==> config.mk <==
export PLATFORM = sky130hd
export DESIGN_NAME = hazard_sequencer
export DESIGN_NICKNAME = d
export VERILOG_FILES = /design/src/rtl/hazard_sequencer.sv
export SDC_FILE = /design/constraint.sdc
export NUM_CORES = 1
export LEC_CHECK = 0
export ABC_CLOCK_PERIOD_IN_PS = 1750
export BUFFER_PORTS_ARGS = -buffer_cell sky130_fd_sc_hd__buf_4
export CORE_UTILIZATION = 39
export DETAILED_ROUTE_END_ITERATION = 7
export MAX_ROUTING_LAYER = met4
export PLACE_DENSITY_LB_ADDON = 0.3
export REMOVE_ABC_BUFFERS = 1
export SLEW_MARGIN = 20
export SYNTH_ARGS = -nofsm -noshare
export SYNTH_HDL_FRONTEND = slang
export SYNTH_SLANG_ARGS = --single-unit
export TNS_END_PERCENT = 50
==> constraint.sdc <==
create_clock -name CLK -period 1.75 [get_ports CLK]
set_clock_uncertainty 0.2 [all_clocks]
set_input_delay 0.175 -clock CLK [delete_from_list [all_inputs] [get_ports CLK]]
set_output_delay 0.175 -clock CLK [all_outputs]
set_load 0.05 [all_outputs]
==> src/rtl/hazard_sequencer.sv <==
// -----------------------------------------------------------------------------
// hazard_sequencer
//   Pipeline hazard controller for the 5-stage MIPS core. It detects RAW data
//   hazards between the ID-stage sources and the EX/MEM destinations, and
//   taken control transfers resolved in EX. A small counter-driven FSM then
//   sequences multi-cycle data stalls and control flushes.
//
//   Outputs are Mealy: they depend on the current state and on this cycle's
//   detection, so the first stall/flush cycle takes effect in the same cycle
//   the hazard is seen.
//
// Parameters
//   EX_PENALTY    stall cycles when the producer is in EX        (1..15)
//   MEM_PENALTY   stall cycles when the producer is in MEM       (1..15)
//   CTRL_PENALTY  flush cycles after a taken branch/jump         (1..15)
//   LOAD_PENALTY  load-use stall cycles, forwarding build only   (1..15)
//
// Build option
//   FORWARDING_EN  defined   : EX/MEM forwarding exists, so only a load in EX
//                              causes a stall (LOAD_PENALTY cycles) and the
//                              MEM-stage producer never stalls.
//                  undefined : full interlock (default).
//
// Ports
//   CLK, RST                    clock (rising edge), synchronous active-high reset
//   RegWrite2, MemRead2,
//   WriteReg_addr2              EX-stage producer info
//   RegWrite3, WriteReg_addr3   MEM-stage producer info
//   Read1, Read2, Use1, Use2    ID-stage source registers and their use flags
//   Branch2, JtoPC2             taken branch / jump in EX
//   PCWrite, IFIDWrite          PC and IF/ID load enables
//   IFIDFlush, IDEXFlush        pipeline register clears
//   Stall                       a data stall is active this cycle
//   State                       FSM state: 00 IDLE, 01 DSTALL, 10 CFLUSH
// -----------------------------------------------------------------------------
module hazard_sequencer #(
  parameter int unsigned EX_PENALTY   = 2,
  parameter int unsigned MEM_PENALTY  = 1,
  parameter int unsigned CTRL_PENALTY = 1,
  parameter int unsigned LOAD_PENALTY = 1
) (
  input  logic       CLK,
  input  logic       RST,
  input  logic       RegWrite2,
  input  logic       MemRead2,
  input  logic [4:0] WriteReg_addr2,
  input  logic       RegWrite3,
  input  logic [4:0] WriteReg_addr3,
  input  logic [4:0] Read1,
  input  logic [4:0] Read2,
  input  logic       Use1,
  input  logic       Use2,
  input  logic       Branch2,
  input  logic       JtoPC2,
  output logic       PCWrite,
  output logic       IFIDWrite,
  output logic       IFIDFlush,
  output logic       IDEXFlush,
  output logic       Stall,
  output logic [1:0] State
);

  typedef enum logic [1:0] {
    S_IDLE   = 2'b00,
    S_DSTALL = 2'b01,
    S_CFLUSH = 2'b10
  } state_t;

  // Counter reload values: the first penalty cycle happens in IDLE, so the
  // counter only covers the remaining P-1 cycles.
  localparam logic [3:0] EX_LD   = 4'(EX_PENALTY - 1);
  localparam logic [3:0] MEM_LD  = 4'(MEM_PENALTY - 1);
  localparam logic [3:0] CTRL_LD = 4'(CTRL_PENALTY - 1);
  localparam logic [3:0] LOAD_LD = 4'(LOAD_PENALTY - 1);

  localparam bit EX_MULTI   = (EX_PENALTY > 1);
  localparam bit MEM_MULTI  = (MEM_PENALTY > 1);
  localparam bit CTRL_MULTI = (CTRL_PENALTY > 1);
  localparam bit LOAD_MULTI = (LOAD_PENALTY > 1);

  state_t     r_state;
  logic [3:0] r_cnt;

  logic       w_ex_match;
  logic       w_mem_match;
  logic       w_dh_ex;
  logic       w_dh_mem;
  logic       w_data_hz;
  logic       w_data_multi;
  logic [3:0] w_data_ld;
  logic       w_ctrl;
  logic       w_unused;

  // Register $0 is hardwired to zero, so a write to it never creates a hazard.
  assign w_ex_match  = RegWrite2 && (WriteReg_addr2 != 5'd0) &&
                       ((Use1 && (WriteReg_addr2 == Read1)) ||
                        (Use2 && (WriteReg_addr2 == Read2)));
  assign w_mem_match = RegWrite3 && (WriteReg_addr3 != 5'd0) &&
                       ((Use1 && (WriteReg_addr3 == Read1)) ||
                        (Use2 && (WriteReg_addr3 == Read2)));

`ifdef FORWARDING_EN
  // With forwarding only a load in EX cannot be bypassed in time.
  assign w_dh_ex      = w_ex_match && MemRead2;
  assign w_dh_mem     = 1'b0;
  assign w_data_multi = LOAD_MULTI;
  assign w_data_ld    = LOAD_LD;
  assign w_unused     = w_mem_match ^ EX_MULTI ^ MEM_MULTI ^ (|EX_LD) ^ (|MEM_LD);
`else
  assign w_dh_ex      = w_ex_match;
  assign w_dh_mem     = w_mem_match;
  // EX producer has priority: it is the younger, longer-latency dependency.
  assign w_data_multi = w_dh_ex ? EX_MULTI : MEM_MULTI;
  assign w_data_ld    = w_dh_ex ? EX_LD : MEM_LD;
  assign w_unused     = MemRead2 ^ LOAD_MULTI ^ (|LOAD_LD);
`endif

  assign w_data_hz = w_dh_ex || w_dh_mem;
  assign w_ctrl    = Branch2 || JtoPC2;

  // ---------------------------------------------------------------------------
  // State / counter
  // ---------------------------------------------------------------------------
  always_ff @(posedge CLK) begin
    if (RST) begin
      r_state <= S_IDLE;
      r_cnt   <= 4'd0;
    end else begin
      case (r_state)
        S_IDLE: begin
          if (w_ctrl) begin
            if (CTRL_MULTI) begin
              r_state <= S_CFLUSH;
              r_cnt   <= CTRL_LD;
            end
          end else if (w_data_hz && w_data_multi) begin
            r_state <= S_DSTALL;
            r_cnt   <= w_data_ld;
          end
        end
        S_DSTALL: begin
          // A control transfer squashes the stalled instruction, so the stall
          // is abandoned and the flush sequence starts as it would from IDLE.
          if (w_ctrl) begin
            if (CTRL_MULTI) begin
              r_state <= S_CFLUSH;
              r_cnt   <= CTRL_LD;
            end else begin
              r_state <= S_IDLE;
              r_cnt   <= 4'd0;
            end
          end else if (r_cnt == 4'd1) begin
            r_state <= S_IDLE;
            r_cnt   <= 4'd0;
          end else begin
            r_cnt <= r_cnt - 4'd1;
          end
        end
        S_CFLUSH: begin
          if (r_cnt == 4'd1) begin
            r_state <= S_IDLE;
            r_cnt   <= 4'd0;
          end else begin
            r_cnt <= r_cnt - 4'd1;
          end
        end
        default: begin
          r_state <= S_IDLE;
          r_cnt   <= 4'd0;
        end
      endcase
    end
  end

  // ---------------------------------------------------------------------------
  // Mealy outputs
  // ---------------------------------------------------------------------------
  typedef enum logic [1:0] {
    A_NORMAL,
    A_STALL,
    A_FLUSH,
    A_RESET
  } action_t;

  action_t w_action;

  always_comb begin
    w_action = A_NORMAL;
    if (RST) begin
      w_action = A_RESET;
    end else begin
      case (r_state)
        S_IDLE: begin
          if (w_ctrl)         w_action = A_FLUSH;
          else if (w_data_hz) w_action = A_STALL;
          else                w_action = A_NORMAL;
        end
        S_DSTALL: w_action = w_ctrl ? A_FLUSH : A_STALL;
        S_CFLUSH: w_action = A_FLUSH;
        default:  w_action = A_NORMAL;
      endcase
    end
  end

  always_comb begin
    PCWrite   = 1'b1;
    IFIDWrite = 1'b1;
    IFIDFlush = 1'b0;
    IDEXFlush = 1'b0;
    Stall     = 1'b0;
    case (w_action)
      A_STALL: begin
        PCWrite   = 1'b0;
        IFIDWrite = 1'b0;
        IDEXFlush = 1'b1;
        Stall     = 1'b1;
      end
      A_FLUSH: begin
        IFIDFlush = 1'b1;
        IDEXFlush = 1'b1;
      end
      A_RESET: begin
        PCWrite   = 1'b0;
        IFIDWrite = 1'b0;
        IFIDFlush = 1'b1;
        IDEXFlush = 1'b1;
      end
      default: begin
        PCWrite = 1'b1;
      end
    endcase
  end

  // State reads as IDLE while reset is held, before the first edge clears it.
  assign State = RST ? S_IDLE : r_state;

endmodule

Yosys cells after proc, flatten, opt, wreduce, memory -nomap -nowiden --
Cells that the tools add are included.
Storage, ports and cells: output and inout bits 7, register bits 6, logic and storage cells 57, input port bits 29
Operators by class: reduce and logical (&&, ||, !) cells 20, equality and inequality tests 12, multiplexer cells 22, $add $sub $neg 1
Operators with widths (count):
- 5-bit == test | 4
- 2-bit two-way mux | 8
- 4-bit two-way mux | 4
- 2-bit case mux with 3 select lines | 2
- 4-bit case mux with 3 select lines | 1
- 5-bit nonzero test | 2
- 1-bit logical AND | 9
- 1-bit two-way mux | 7
- 2-bit == test, second input constant | 3
- 2-bit by 1-bit == test with 1-bit output, second input constant | 2
- 4-bit by 1-bit == test with 1-bit output, second input constant | 1
- 1-bit logical OR | 4
- 2-bit inequality test, second input constant | 2
- 2-bit OR reduction | 2
- 4-bit by 1-bit subtractor with 4-bit output, second input constant | 1
- 3-bit OR reduction | 1
- 2-bit zero test | 1
- 2-bit AND reduction | 1

Longest topological paths before layout --
Gate-level depths: netlist (run 1).
depth in word-level cells 12, depth in mapped cells 6, mapped depth without buffers 6

Worst setup path after synthesis (run 1) --
Ideal clock, no wire load.
path type input to output, start input WriteReg_addr2[1], end output PCWrite, arrival time 2.007 ns, stages on the path 6, path buffers 1, data required time 1.375 ns, slack -0.632 ns, cells stage by stage or4_1 > o21ai_1 > inv_1 > a221oi_1 > o21a_1 > buf_4
On the way: cells in the longest elaborated chain, start to end 12, elaborated cells on any way between the ends 17, classes of those cells eq/ne: 4; mux: 5; reduce/logical: 8
Ends and longest elaborated chain:
- start: declaration | line 46 | input logic [4:0] WriteReg_addr2,
- 5-bit == test, on equally long branches | line 96, 97
- 1-bit logical AND, on equally long branches | line 96, 97
- 1-bit logical OR | line 96 | ((Use1 && (WriteReg_addr2 == Read1)) ||
- 1-bit logical AND * | line 95 | assign w_ex_match = RegWrite2 && (WriteReg_addr2 != 5'd0) &&
- 1-bit logical OR * | line 118 | assign w_data_hz = w_dh_ex || w_dh_mem;
- 1-bit two-way mux * | line 195 | else if (w_data_hz) w_action = A_STALL;
- 2-bit two-way mux * | line 194 | if (w_ctrl) w_action = A_FLUSH;
- 2-bit case mux with 3 select lines * | line 192 | case (r_state)
- 2-bit two-way mux * | line 189 | if (RST) begin
- 2-bit by 1-bit == test with 1-bit output / 2-bit == test (equally long branches)
- 2-bit OR reduction (no line) *
- 1-bit two-way mux *
- end: declaration | line 55 | output logic PCWrite,
Mark *: on every way between the ends. The rest lies on a longest branch, timed or not.

Final worst setup path (run 1) --
start input WriteReg_addr2[1], end output IFIDWrite
On the way: cells in the longest elaborated chain, start to end 12, elaborated cells on any way between the ends 17, classes of those cells eq/ne: 4; mux: 5; reduce/logical: 8
Ends and longest elaborated chain:
- 5-bit == test, on equally long branches | line 96, 97
- 1-bit logical AND, on equally long branches | line 96, 97
- 1-bit logical OR | line 96
- 1-bit logical AND * | line 95
- 1-bit logical OR * | line 118
- 1-bit two-way mux * | line 195
- 2-bit two-way mux * | line 194
- 2-bit case mux with 3 select lines * | line 192
- 2-bit two-way mux * | line 189
- 2-bit by 1-bit == test with 1-bit output / 2-bit == test (equally long branches) | line 211 | case (w_action)
- 2-bit OR reduction (no line) *
- 1-bit two-way mux * | line 211
- end: declaration | line 56 | output logic IFIDWrite,
Marked as above.

==> impl_results.md, run 1 <==
- HP Class: in2reg
- Worst-skew pair later-pin latency: around 0.25 ns
- Max cap viols: 0
- Port Buf Inserts: 34
- Clk slew on worst S/H paths: around 0.050 ns
- Largest family of logic cells by synthesized area: XOR/XNOR gates
- Setup WS pre-CTS: -0.406 ns
- Reg-to-reg endpoint: r_cnt[3]
- Slew HR: between 70% and 80%
- Fraction of layout cells with a size suffix above 1: 46.2%
- H-tree level count: 1
- Vias in the first global route: about 730
- FF-to-FF Start: r_cnt[1]
- DRC viols: 0
- Antenna violations before repair: 0
- Detail Placement HPWL: around 1500 um
- Syn_area_per_cell: just under 8 um2
- Synthesis Warnings: 0
- Buf/Inv on CP: 4
- Worst Setup Path Type: in2out
- CP required: between 1 and 1.5 ns
- PD cells: around 430 nW/um2
- Sequential cell area fraction in the yosys report: roughly 18%
- Final Hold Fails: 0
- I/O pins: 36
- Largest delay contributor family on the critical path: compound AO/OA/AOI/OAI gates
- Failing checks: setup timing
- Peak VDD IR: 321 uV
- Clk sinks: 6
- RSZ-0062 raised after global routing: true
- Clock root buffer: clkbuf_4
- Synth area leader: xnor2_1
- Clock buffer depth: 2
- Pin count of the biggest net entering global routing: 9
- DR pass1 iterations: 4
- Cells along the critical path: buf_6 > or4_4 > o21ai_2 > inv_2 > a221oi_2 > buf_4 > o21a_1 > buf_6
- TritonCTS Buffers: 3
- Die X-Extent: ~43 um
- Distinct cells, synth: 30
- Gr usage total: around 22%
- Fin area: between 1000 and 1500 um2
- Core footprint: roughly 1500 um2
- Tcrit/Tclk final: 118%
- FP Rows: 14
- Leakage Power: 0.474 nW
- Post-synthesis compound-gate area fraction: between 20% and 30%
- Setup violators final: 4
- CP most frequent cell: buf_6
- First-pass GRT wire length: 3030 um
- Post-synth EDFFs: 0
- Worst-margin pin slew: about 0.38 ns
- Main synth FF type: dfxtp_1
- Via count: between 800 and 900
- Post-Synth XOR/XNOR Area: 27.0%
- Async SR Flop Fraction: 0%
- Simple-gate portion of the synthesized area: a little under a quarter
- FF-to-FF setup slack: about 0.060 ns
- Total gr overflow: 0
- #FFs+latches synth: 6
- Crit-path max FO: 3
- Vias per cell: between 5 and 6
- Delay of the slowest cell on the worst path: between 0.5 and 0.6 ns
- Starting Density: 42.6%
- ANT nets after route: 0
- Crit path from: WriteReg_addr2[1]
- Crit-path slowest cell: or4_4
- Final std cells w/o fill: roughly 150
- Final antenna diode count: 0
- Fin. max-slew vios: 0
- Crit start category: primary input
- Top cells by area, synth: xnor2_1, dfxtp_1, nand2_1
- R2R depth: 7
- Area grow syn2layout: 71.7%
- Multiplexer area fraction after synthesis: 1.54%
- Peak Freq: just under 500 MHz
- Worst path depth: 8
- Placed cells: about 140
- Setup crit end: IFIDWrite
- Cells after Synth: 82
- Post-Syn Area: roughly 650 um2
- Worst Slack Setup Final: -0.311 ns
- Outcome: finished with violations
- Average wire per standard cell: approximately 14 um
- Die area: between 1500 and 2000 um2
- Final nets: 165
- CTS tree: yes
- Area share of the largest cell type after synthesis: 27.0%
- Initial DRC Count: 13
- Post-DP Area: 1020 um2
- Vert. Die Dim: 42.8 um
- CP endpoint kind: output port
- Final Critical Period: just over 2 ns
- Synth top cells by count: xnor2_1, nand2_1, dfxtp_1
- Final wirelength: roughly 2000 um
- Most common cell in the netlist: xnor2_1
- CP arrival: approximately 1.7 ns
- RePlAce Congestion: ~0.83
- Area share of fa/ha/maj cells after synthesis: under 10%
- TNS Setup: -1.06 ns
-- area by class of cell --
| type | count | area, um2 |
|---|---|---|
| repair buffers | 50 | 400 |
| multi-input cells | 69 | 537 |
| fillers | 110 | 409 |
| inverters | 4 | 15.0 |
| flip-flops and latches | 6 | 120 |
| clock buffers | 3 | 22.5 |
| well taps | 16 | 20.0 |
-- worst min-delay path by stage --
stage	slack [ns]	from	end	cells past startpoint
2_1_floorplan	0.05	RST	r_cnt[3]	1
6_report	0.06	RST	r_cnt[1]	3
3_3_place_gp	0.21	RST	r_cnt[2]	2
3_5_place_dp	0.21	RST	r_cnt[3]	2
4_1_cts	0.04	RST	r_cnt[1]	3
5_1_grt	0.07	RST	r_cnt[1]	3
-- where the power goes --
part           switching (mW)  total [mW]  internal [mW]  leakage (nW)
logic                  0.0897       0.202          0.112         0.411
registers            0.000406       0.138          0.138        0.0483
clock network          0.0573       0.135         0.0781        0.0138
-- metrics by stage --
step	utilization [%]	total power, mW	hold WS (ns)
finish	73.2	0.475	0.0581
CTS	71.5	0.467	0.0450
detailed placement	67.1	0.324	0.215
global route	73.2	0.494	0.0683
floorplan	-	0.221	0.0471
global placement	67.1	0.321	0.213
-- cell families after synthesis --
logic type | after synthesis
multiplexers | 1
AO/OA/AOI/OAI | 19
adder cells (fa/ha/maj) | 2
buffers and inverters | 7
flip-flops | 6
AND/OR/NAND/NOR | 27
XOR/XNOR | 20
-- registers in the layout, summed over array words and instances, names as in the netlist --
| signal | flops |
|---|---|
| r_state | 2 |
| r_cnt | 4 |
-- layer usage --
layer | global-route usage, % | routed length (um)
met1 | 28.1 | 967
met4 | 9.38 | 10
met5 | - | 0
met2 | 33.6 | 972
met3 | 4.26 | 82
-- timing repair --
item,CTS,global route
setup buffers,0,0
endpoints found under the setup margin,9,10
pin swaps,6,7
gates resized for setup,7,8
hold buffers,1,0
hold endpoints to repair,3,0
-- placed cells by master (no fill, tap or decap), types with 2 or more instances in the layout --
master,netlist,layout
or4_4,0,2
nand2_1,8,8
nor3_1,3,3
a21oi_1,2,2
inv_1,4,3
buf_4,1,43
or3_1,2,2
ha_1,2,2
dfxtp_1,6,6
buf_6,0,6
clkbuf_4,0,3
o22ai_1,3,2
xnor2_1,20,20
nor2b_1,2,2
o21a_1,3,3
nor3b_1,2,2
nand4_1,4,4
-- worst min-delay path, stage by stage --
cell and delay (ns):
buf_4 0.12, or3_1 0.11, o31ai_1 0.05
Note: power is estimated with default switching activity, not from simulation.
==> inputs of run 2 (changes only) <==
--- a/constraint.sdc
+++ b/constraint.sdc
@@ -3,3 +3,3 @@
 set_input_delay 0.175 -clock CLK [delete_from_list [all_inputs] [get_ports CLK]]
 set_output_delay 0.175 -clock CLK [all_outputs]
-set_load 0.05 [all_outputs]
+set_load 0.02 [all_outputs]
==> impl_results.md, run 2 (same netlist as run 1, synthesis figures left out) <==
- TritonCTS Buffers: 3 (unchanged)
- CP arrival: 1.65 ns (was 1.69 ns)
- Outcome: finished with violations (unchanged)
- Peak Freq: 494 MHz (was 485 MHz)
- Commonest non-fill, non-tap cell in the layout: buf_4 (unchanged)
- I/O pins: 36 (unchanged)
- Leakage Power: 0.498 nW (was 0.474 nW)
- H-tree level count: 1 (unchanged)
- HP Class: in2reg (unchanged)
- Vert. Die Dim: 42.8 um (unchanged)
- Vias per cell: 5.71 (was 5.45)
- Final antenna diode count: 0 (unchanged)
- Clk slew on worst S/H paths: 0.06 ns (was 0.05 ns)
- Area grow syn2layout: 79.6% (was 71.7%)
- Crit start category: primary input (unchanged)
- Final Hold Fails: 0 (unchanged)
- Die X-Extent: 42.8 um (unchanged)
- Finished Core Util: 76.5% (was 73.2%)
- Max FFs per register: 4 (unchanged)
- Crit-path max FO: 3 (unchanged)
- Max cap viols: 0 (unchanged)
- DRC viols: 0 (unchanged)
- Top flop regs: r_cnt: 4 flops, r_state: 2 flops (unchanged)
- Fraction of layout cells with a size suffix above 1: 51.1% (was 46.2%)
- Worst-margin pin slew: 0.612 ns (was 0.379 ns)
- Crit-path slowest cell: or4_4 (unchanged)
- Fin. max-slew vios: 0 (unchanged)
- PD cells: 415 nW/um2 (was 426 nW/um2)
- Largest delay contributor family on the critical path: compound AO/OA/AOI/OAI gates (unchanged)
- Clock buffer depth: 2 (unchanged)
- R2R depth: 5 (was 7)
- CP endpoint kind: output port (unchanged)
- Final Critical Period: 2.02 ns (was 2.06 ns)
- Initial DRC Count: 19 (was 13)
- Worst Slack Setup Final: -0.274 ns (was -0.311 ns)
- Slew HR: 58.0% (was 74.2%)
- Die area: 1830 um2 (unchanged)
- Antenna violations before repair: 0 (unchanged)
- FP Rows: 14 (unchanged)
- Detail Placement HPWL: 1610 um (was 1510 um)
- Clk sinks: 6 (unchanged)
- Setup WS pre-CTS: -0.358 ns (was -0.406 ns)
- Worst path depth: 7 (was 8)
- Failing checks: setup timing (unchanged)
- Final nets: 166 (was 165)
- Final std cells w/o fill: 149 (was 148)
- Cells along the critical path: buf_6 > or4_4 > o21ai_2 > inv_2 > a221oi_4 > o21a_1 > buf_6 (was buf_6 > or4_4 > o21ai_2 > inv_2 > a221oi_2 > buf_4 > o21a_1 > buf_6)
- Largest register by flop count: r_cnt (unchanged)
- Setup violators final: 6 (was 4)
- Buf/Inv on CP: 3 (was 4)
- Final wirelength: 2410 um (was 2030 um)
- Total gr overflow: 0 (unchanged)
- CTS tree: yes (unchanged)
- Vias in the first global route: 786 (was 726)
- Via count: 851 (was 806)
- Storage cell area: 121 um2 (was 120 um2)
- Gr usage total: 23.9% (was 22.0%)
- First-pass GRT wire length: 3310 um (was 3030 um)
- Placed cells: 144 (unchanged)
- CP required: 1.37 ns (about the same)
- Clock root buffer: clkbuf_4 (unchanged)
- Delay of the slowest cell on the worst path: 0.53 ns (was 0.52 ns)
- TNS Setup: -0.976 ns (was -1.06 ns)
- Average wire per standard cell: 16.2 um (was 13.7 um)
- Peak VDD IR: 302 uV (was 321 uV)
- Hold depth: 3 (unchanged)
- Port Buf Inserts: 34 (unchanged)
- Worst-skew pair later-pin latency: 0.27 ns (was 0.25 ns)
- RSZ-0062 raised after global routing: true (unchanged)
- Pin count of the biggest net entering global routing: 9 (unchanged)
- # fillers: 112 (was 110)
- Core footprint: 1520 um2 (unchanged)
- ANT nets after route: 0 (unchanged)
- Commonest non-fill, non-tap cells in the layout: buf_4, xnor2_1, nand2_1 (unchanged)
- Multi-input logic area: 583 um2 (was 537 um2)
- Tcrit/Tclk final: 116% (was 118%)
- CP most frequent cell: buf_6 (unchanged)
- Starting Density: 42.6% (unchanged)
- Worst Setup Path Type: in2out (unchanged)
- DR pass1 iterations: 4 (unchanged)
- RePlAce Congestion: 0.843 (was 0.834)
[run 2: cell type report]
class,instances,area share (%)
well taps,16,1.72
repair buffers,51,34.7
multi-input cells,69,50.0
flip-flops and latches,6,10.4
inverters,4,1.29
clock buffers,3,1.93
[run 2: what timing repair did]
action,4_1_cts,5_1_grt
resized for setup,6,15
pin swaps,5,9
endpoints found under the hold margin,3,0
setup endpoints to repair,8,10
setup buffers,0,2
hold buffers,1,0
[run 2: per-layer routing]
layer	GRT usage [%]	vias to the layer above	share of wire, %
li1	-	402	-
met1	29.5	398	41
met2	38.8	40	50
met3	5.53	11	5.3
met4	6.25	0	3.8
met5	-	-	0
[run 2: path summary, 6_finish.rpt]
kind,startpoint,end,slack [ns]
hold / removal,RST,r_state[1],0.09
hold reg to reg,r_cnt[1],r_cnt[1],0.34
setup reg to reg,r_state[1],r_cnt[3],-0.01
setup / recovery,WriteReg_addr2[4],IFIDWrite,-0.27
[run 2: worst register-to-register path, cell delays in order (launching register included)]
cell	delay, ns
dfxtp_1	0.32
buf_4	0.16
mux2i_1	0.48
nor2_1	0.17
a21boi_0	0.19
a311oi_1	0.10
[run 2: power by group]
part	total (mW)	switching, mW	internal [mW]	leakage [nW]
Clock	0.144	0.0650	0.0786	0.0138
Combinational	0.203	0.0856	0.117	0.436
Sequential	0.138	0.000420	0.137	0.0488
Total	0.484	0.151	0.333	0.498
[run 2: per-stage QoR]
stage          area (um2)  total power, mW  hold slack, ns
6_report             1170            0.484          0.0866
3_3_place_gp         1020            0.310           0.214
4_1_cts              1080            0.455          0.0641
2_1_floorplan         634            0.210          0.0471
3_5_place_dp         1020            0.314           0.213
5_1_grt              1170            0.505           0.112
